## src/rtl/ndata_width_ratio_converter.sv

```systemverilog
// Element-stream width converter: packs IN_WIDTH-element beats into OUT_WIDTH-element
// beats (upsize) or slices them apart (downsize) for any integer ratio. Equal widths
// collapse to wires. Output side is registered and lossless under backpressure.
module ndata_width_ratio_converter #(
    parameter int DATA_W     = 8,
    parameter int IN_WIDTH   = 4,
    parameter int OUT_WIDTH  = 8,
    parameter int DROP_EMPTY = 1
) (
    input  logic                          clk,
    input  logic                          rst,
    input  logic [IN_WIDTH*DATA_W-1:0]    in_data,
    input  logic [IN_WIDTH-1:0]           in_keep,
    input  logic                          in_last,
    input  logic                          in_valid,
    output logic                          in_ready,
    output logic [OUT_WIDTH*DATA_W-1:0]   out_data,
    output logic [OUT_WIDTH-1:0]          out_keep,
    output logic                          out_last,
    output logic                          out_valid,
    input  logic                          out_ready
);

    localparam int IN_BITS  = IN_WIDTH * DATA_W;
    localparam int OUT_BITS = OUT_WIDTH * DATA_W;
    localparam int RATIO    = (OUT_WIDTH >= IN_WIDTH) ? OUT_WIDTH / IN_WIDTH
                                                      : IN_WIDTH / OUT_WIDTH;
    localparam int IDX_W    = (RATIO > 1) ? $clog2(RATIO) : 1;

    // Parameter legality: one width must divide the other, DROP_EMPTY is a flag.
    if ((IN_WIDTH < 1) || (OUT_WIDTH < 1) ||
        (((IN_WIDTH % OUT_WIDTH) != 0) && ((OUT_WIDTH % IN_WIDTH) != 0))) begin : g_bad_ratio
        $error("ndata_width_ratio_converter: IN_WIDTH and OUT_WIDTH must be integer multiples");
    end
    if ((DROP_EMPTY != 0) && (DROP_EMPTY != 1)) begin : g_bad_drop
        $error("ndata_width_ratio_converter: DROP_EMPTY must be 0 or 1");
    end

    if (IN_WIDTH == OUT_WIDTH) begin : g_pass
        assign out_data  = in_data;
        assign out_keep  = in_keep;
        assign out_last  = in_last;
        assign out_valid = in_valid;
        assign in_ready  = out_ready;

    end else if (OUT_WIDTH > IN_WIDTH) begin : g_up
        logic [IDX_W-1:0]     slot_q, slot_d;
        logic [OUT_BITS-1:0]  acc_data_q, acc_data_d;
        logic [OUT_WIDTH-1:0] acc_keep_q, acc_keep_d;
        logic [OUT_BITS-1:0]  merged_data;
        logic [OUT_WIDTH-1:0] merged_keep;
        logic [OUT_BITS-1:0]  out_data_q, out_data_d;
        logic [OUT_WIDTH-1:0] out_keep_q, out_keep_d;
        logic                 out_last_q, out_last_d;
        logic                 out_valid_q, out_valid_d;
        logic                 accept;

        // The output register may only be refilled once it is empty or draining.
        assign in_ready  = !rst && (!out_valid_q || out_ready);
        assign accept    = in_valid && in_ready;
        assign out_data  = out_data_q;
        assign out_keep  = out_keep_q;
        assign out_last  = out_last_q;
        assign out_valid = out_valid_q;

        // Merge the incoming beat into its slot; slot 0 starts a fresh, zeroed word.
        always_comb begin
            merged_data = (slot_q == '0) ? '0 : acc_data_q;
            merged_keep = (slot_q == '0) ? '0 : acc_keep_q;
            merged_data[int'(slot_q)*IN_BITS +: IN_BITS]   = in_data;
            merged_keep[int'(slot_q)*IN_WIDTH +: IN_WIDTH] = in_keep;

            slot_d      = slot_q;
            acc_data_d  = acc_data_q;
            acc_keep_d  = acc_keep_q;
            out_data_d  = out_data_q;
            out_keep_d  = out_keep_q;
            out_last_d  = out_last_q;
            out_valid_d = out_valid_q;

            if (out_valid_q && out_ready) begin
                out_valid_d = 1'b0;
            end
            if (accept) begin
                if ((slot_q == IDX_W'(RATIO - 1)) || in_last) begin
                    out_data_d  = merged_data;
                    out_keep_d  = merged_keep;
                    out_last_d  = in_last;
                    out_valid_d = 1'b1;
                    slot_d      = '0;
                end else begin
                    acc_data_d  = merged_data;
                    acc_keep_d  = merged_keep;
                    slot_d      = slot_q + 1'b1;
                end
            end
        end

        // Control state: cleared by reset, which also drops any partial word.
        always_ff @(posedge clk) begin
            if (rst) begin
                slot_q      <= '0;
                out_valid_q <= 1'b0;
            end else begin
                slot_q      <= slot_d;
                out_valid_q <= out_valid_d;
            end
        end

        // Payload registers carry no reset.
        always_ff @(posedge clk) begin
            acc_data_q <= acc_data_d;
            acc_keep_q <= acc_keep_d;
            out_data_q <= out_data_d;
            out_keep_q <= out_keep_d;
            out_last_q <= out_last_d;
        end

    end else begin : g_down
        logic [IDX_W-1:0]    sl_q, sl_d;
        logic [IN_BITS-1:0]  hold_data_q, hold_data_d;
        logic [IN_WIDTH-1:0] hold_keep_q, hold_keep_d;
        logic                hold_last_q, hold_last_d;
        logic                held_q, held_d;
        logic                upper_empty;
        logic                is_final;
        logic                accept;

        // A new beat is taken only when nothing is held or the last slice leaves now.
        assign in_ready  = !rst && (!held_q || (out_ready && is_final));
        assign accept    = in_valid && in_ready;
        assign out_data  = hold_data_q[int'(sl_q)*OUT_BITS +: OUT_BITS];
        assign out_keep  = hold_keep_q[int'(sl_q)*OUT_WIDTH +: OUT_WIDTH];
        assign out_last  = hold_last_q && is_final;
        assign out_valid = held_q;

        // Slice sequencing: a slice is final at the top index, or when every slice
        // above it is empty and empty tails are dropped.
        always_comb begin
            upper_empty = 1'b1;
            for (int s = 0; s < RATIO; s++) begin
                if ((s > int'(sl_q)) && (hold_keep_q[s*OUT_WIDTH +: OUT_WIDTH] != '0)) begin
                    upper_empty = 1'b0;
                end
            end
            is_final = (sl_q == IDX_W'(RATIO - 1)) || ((DROP_EMPTY != 0) && upper_empty);

            sl_d        = sl_q;
            held_d      = held_q;
            hold_data_d = hold_data_q;
            hold_keep_d = hold_keep_q;
            hold_last_d = hold_last_q;

            if (held_q && out_ready) begin
                if (is_final) begin
                    sl_d   = '0;
                    held_d = 1'b0;
                end else begin
                    sl_d   = sl_q + 1'b1;
                end
            end
            if (accept) begin
                hold_data_d = in_data;
                hold_keep_d = in_keep;
                hold_last_d = in_last;
                held_d      = 1'b1;
                sl_d        = '0;
            end
        end

        // Control state: cleared by reset, which discards any held slices.
        always_ff @(posedge clk) begin
            if (rst) begin
                sl_q   <= '0;
                held_q <= 1'b0;
            end else begin
                sl_q   <= sl_d;
                held_q <= held_d;
            end
        end

        // Payload registers carry no reset.
        always_ff @(posedge clk) begin
            hold_data_q <= hold_data_d;
            hold_keep_q <= hold_keep_d;
            hold_last_q <= hold_last_d;
        end
    end

endmodule

```

## config.mk

```make
export PLATFORM = sky130hd
export DESIGN_NAME = ndata_width_ratio_converter
export DESIGN_NICKNAME = d
export VERILOG_FILES = /design/src/rtl/ndata_width_ratio_converter.sv
export SDC_FILE = /design/constraint.sdc
export NUM_CORES = 1
export LEC_CHECK = 0
export BUFFER_PORTS_ARGS = -buffer_cell sky130_fd_sc_hd__buf_2
export CAP_MARGIN = 10
export CORE_AREA = 2 2 91 93
export CTS_BUF_LIST = sky130_fd_sc_hd__clkbuf_8
export CTS_CLUSTER_DIAMETER = 120
export CTS_CLUSTER_SIZE = 12
export DETAILED_ROUTE_END_ITERATION = 7
export DIE_AREA = 0 0 93 95
export HOLD_SLACK_MARGIN = 0.1
export PLACE_DENSITY = 0.81
export SYNTH_ARGS = -nofsm -noshare
export SYNTH_HDL_FRONTEND = slang
export SYNTH_SLANG_ARGS = --single-unit
```

## constraint.sdc

```tcl
create_clock -name clk -period 8.3 [get_ports clk]
set_clock_uncertainty 0.2 [all_clocks]
set_input_delay 0.415 -clock clk [delete_from_list [all_inputs] [get_ports clk]]
set_output_delay 0.415 -clock clk [all_outputs]
set_load 0.005 [all_outputs]
```

==> results.ini <==
[run_status]
status=complete, no violations

[floorplan]
ios=116
dieHeight_um=95
die_w_um=93
core_area_mm2=0.007928
rows=33
die-area_mm2=0.008835
initial_core_util=0.5180

[job]
cap_violations=0

[critical_path]
crit_family=buffers and inverters
critical_path_buf_inv_count=2
crit_slowest_cell=dfxtp_2
critPathMaxFanout=45
cp-start-kind=register
path_cells=buf_4, nor2_1, nor3_2, buf_4
critPathMaxStageDelay_ps=770
setup.worst_path.end_class=register
r2r_slack_ps=5610
critPathKind=reg2reg
crit_arrival_ps=2480
timing.rr.end=out_data[21]
path_common_cell=buf_4
cp_data_required_time_ps=8090
ff2ff_path_depth=4
reg2reg_from=g_up.slot_q

[global_routing]
grt_max_degree=46
grt_pass1_wl_um=9729
grt_usage=0.1468
overflow=0
grt_pass1_vias=1973
grt_antenna_before_repair=0

[drt]
drtIter0Drc=62
wl_um=6341
wire_per_inst_um=14.44
drcViolationCount=0
dr.pass1.iters=4
num_vias=2058
vias_per_cell=4.688
postRouteAntennaNets=0

[yosys]
synth_area_per_cell_um2=20.13
synth_area_mm2=0.004106
synth_top_area_cell=edfxtp_1
ys.warnings.count=0
syn-num-nets=245
yosys-top-cells-area=edfxtp_1 80%, mux2_2 7.1%, and2_1 5.5%
ys_ff_latch=111
yosysTopAreaCellShare=0.7971
synthCells=204
yosysSeqAreaShare=0.8068
synth_cell_types=20

[sta]
grt_setup_unrepaired=no
finalSetupViolations=0
final-max-slew-violation-count=0
fin_tns_setup_ps=0
fin_crit_ps=2692
fmax_mhz=371.5
period_share=0.3243
final_hold_viol_count=0
worstMarginPinSlew_ps=684.7
maxSlewHeadroom=0.5435

[final_layout]
syn_to_final_growth_pct=22.00
nets=370
n_antenna_cell=0
fillers=592
drive_above_1_share=0.5180

[pwr]
seqPwrFrac=0.635
intPower_uw=815.5
power_switching_uw=206.7
power.leakage_uw=0.001874
p_clk_frac=0.296
p_per_area_mw_per_mm2=204.0
pwr-share-comb=0.069
ir_worst_vdd_v=0.0001045
swShare=0.2022
p_total_uw=1022

[clock_tree]
numCtsBuffers=9
cts.clk_slew.worst_paths_ps=90
postCtsHoldBufs=2
cts_setup_buffers=0
ctsResizeCount=0
clockBufferDepth=2
cts_tree=built
insertion_delay_ps=350
cts-root-buf=clkbuf_8
cts_sinks=111
htree_levels=3

[place]
port_buffers=115
dpl.hpwl_um=4310
gp_congestion=0.7187

[hold_path]
holdCritPathClass=in2reg
hold_path_startpoint=in_valid
holdPathStages=3
hold_end=g_up.slot_q

cell usage in the layout, fill, tap and decap left out, types with 2 or more instances in the layout:
cell,instances
dlygate4sd3_1,2
mux2_2,26
inv_1,2
mux2_4,10
a21oi_1,2
buf_2,115
buf_4,5
nor2_1,2
edfxtp_1,109
clkbuf_8,9
clkinv_2,2
and2_1,36
o21ai_0,2
cell usage after synthesis:
master / n
o21ai_0: 2
mux2_2: 26
clkbuf_2: 3
nand3_1: 1
mux2_4: 10
nor4_1: 1
a21oi_1: 2
dfxtp_1: 2
nand2_1: 1
buf_6: 1
and2_1: 36
buf_2: 1
nor2_1: 2
inv_1: 1
nor3_1: 1
edfxtp_1: 109
nand2b_1: 1
buf_4: 2
buf_8: 1
nor2b_1: 1
worst register-to-register path: cells and delay by family, from the launching register on:
| family | cells | cell delay (ps) |
|---|---|---|
| flops | 1 | 770 |
| buf+inv | 2 | 1000 |
| simple gates | 2 | 340 |
power groups by stage:
| stage | Clock, µW | Combinational (µW) | Sequential, µW |
|---|---|---|---|
| global placement | 0 | 67.9 | 662 |
| global route | 332 | 78.3 | 652 |
| detailed placement | 0 | 70.9 | 662 |
| CTS | 311 | 71.6 | 650 |
| finish | 303 | 70.2 | 649 |
| floorplan | 0 | 38.6 | 664 |
worst max-delay path by stage:
stage,cells past startpoint,slack [ps],startpoint,end
floorplan,3,1940,g_up.slot_q,out_data[0]
global placement,4,5610,g_up.slot_q,out_data[24]
detailed placement,4,5570,g_up.slot_q,out_data[29]
CTS,4,5550,g_up.slot_q,out_data[21]
global route,4,5380,g_up.slot_q,out_data[61]
finish,4,5610,g_up.slot_q,out_data[21]
kinds of logic (layout without fill, tap and decap cells):
logic type | after synthesis | in the layout | share of synthesized area
DFF | 111 | 111 | 0.8068
and+or+nand+nor | 44 | 44 | 0.06460
muxes | 36 | 36 | 0.1079
buffers and inverters | 9 | 139 | 0.01584
AOI/OAI and AO/OA | 4 | 4 | 0.004875
metal layers:
metal  track usage  wire length (µm)
met5             0                 0
met4       0.04779                43
met3       0.04549               380
met2        0.2313              3027
met1        0.1972              2889
per-stage QoR:
step / worst slack, ps / std cells / hold slack [ps] / util / area [µm²]
final: 5608 / 439 / 143.9 / 0.6319 / 5010
after floorplan: 1944 / 204 / 284.1 / - / 4106
after detailed placement: 5573 / 421 / 344.0 / 0.6057 / 4802
after CTS: 5552 / 439 / 119.1 / 0.6319 / 5010
after global placement: 5615 / 421 / 340.4 / 0.6057 / 4802
after global routing: 5383 / 439 / 136.0 / 0.6319 / 5010
final cells by class:
cell class / count / area, µm² / share of cell area
Clock buffer: 9 / 123.9 / 0.02473
Clock inverter: 7 / 63.81 / 0.01274
Inverter: 1 / 3.754 / 0.0007493
Multi-Input combinational cell: 84 / 739.5 / 0.1476
Sequential cell: 111 / 3314 / 0.6616
Tap cell: 105 / 131.4 / 0.02622
Timing Repair Buffer: 122 / 633.1 / 0.1264
state kept, by name (all words and copies together) (netlist names):
register / cells
g_up.acc_data_q: 32
g_up.acc_keep_q: 4
g_up.slot_q: 1
out_data: 64
out_keep: 8
out_last: 1
out_valid: 1
Note: power is estimated with default switching activity, not from simulation.
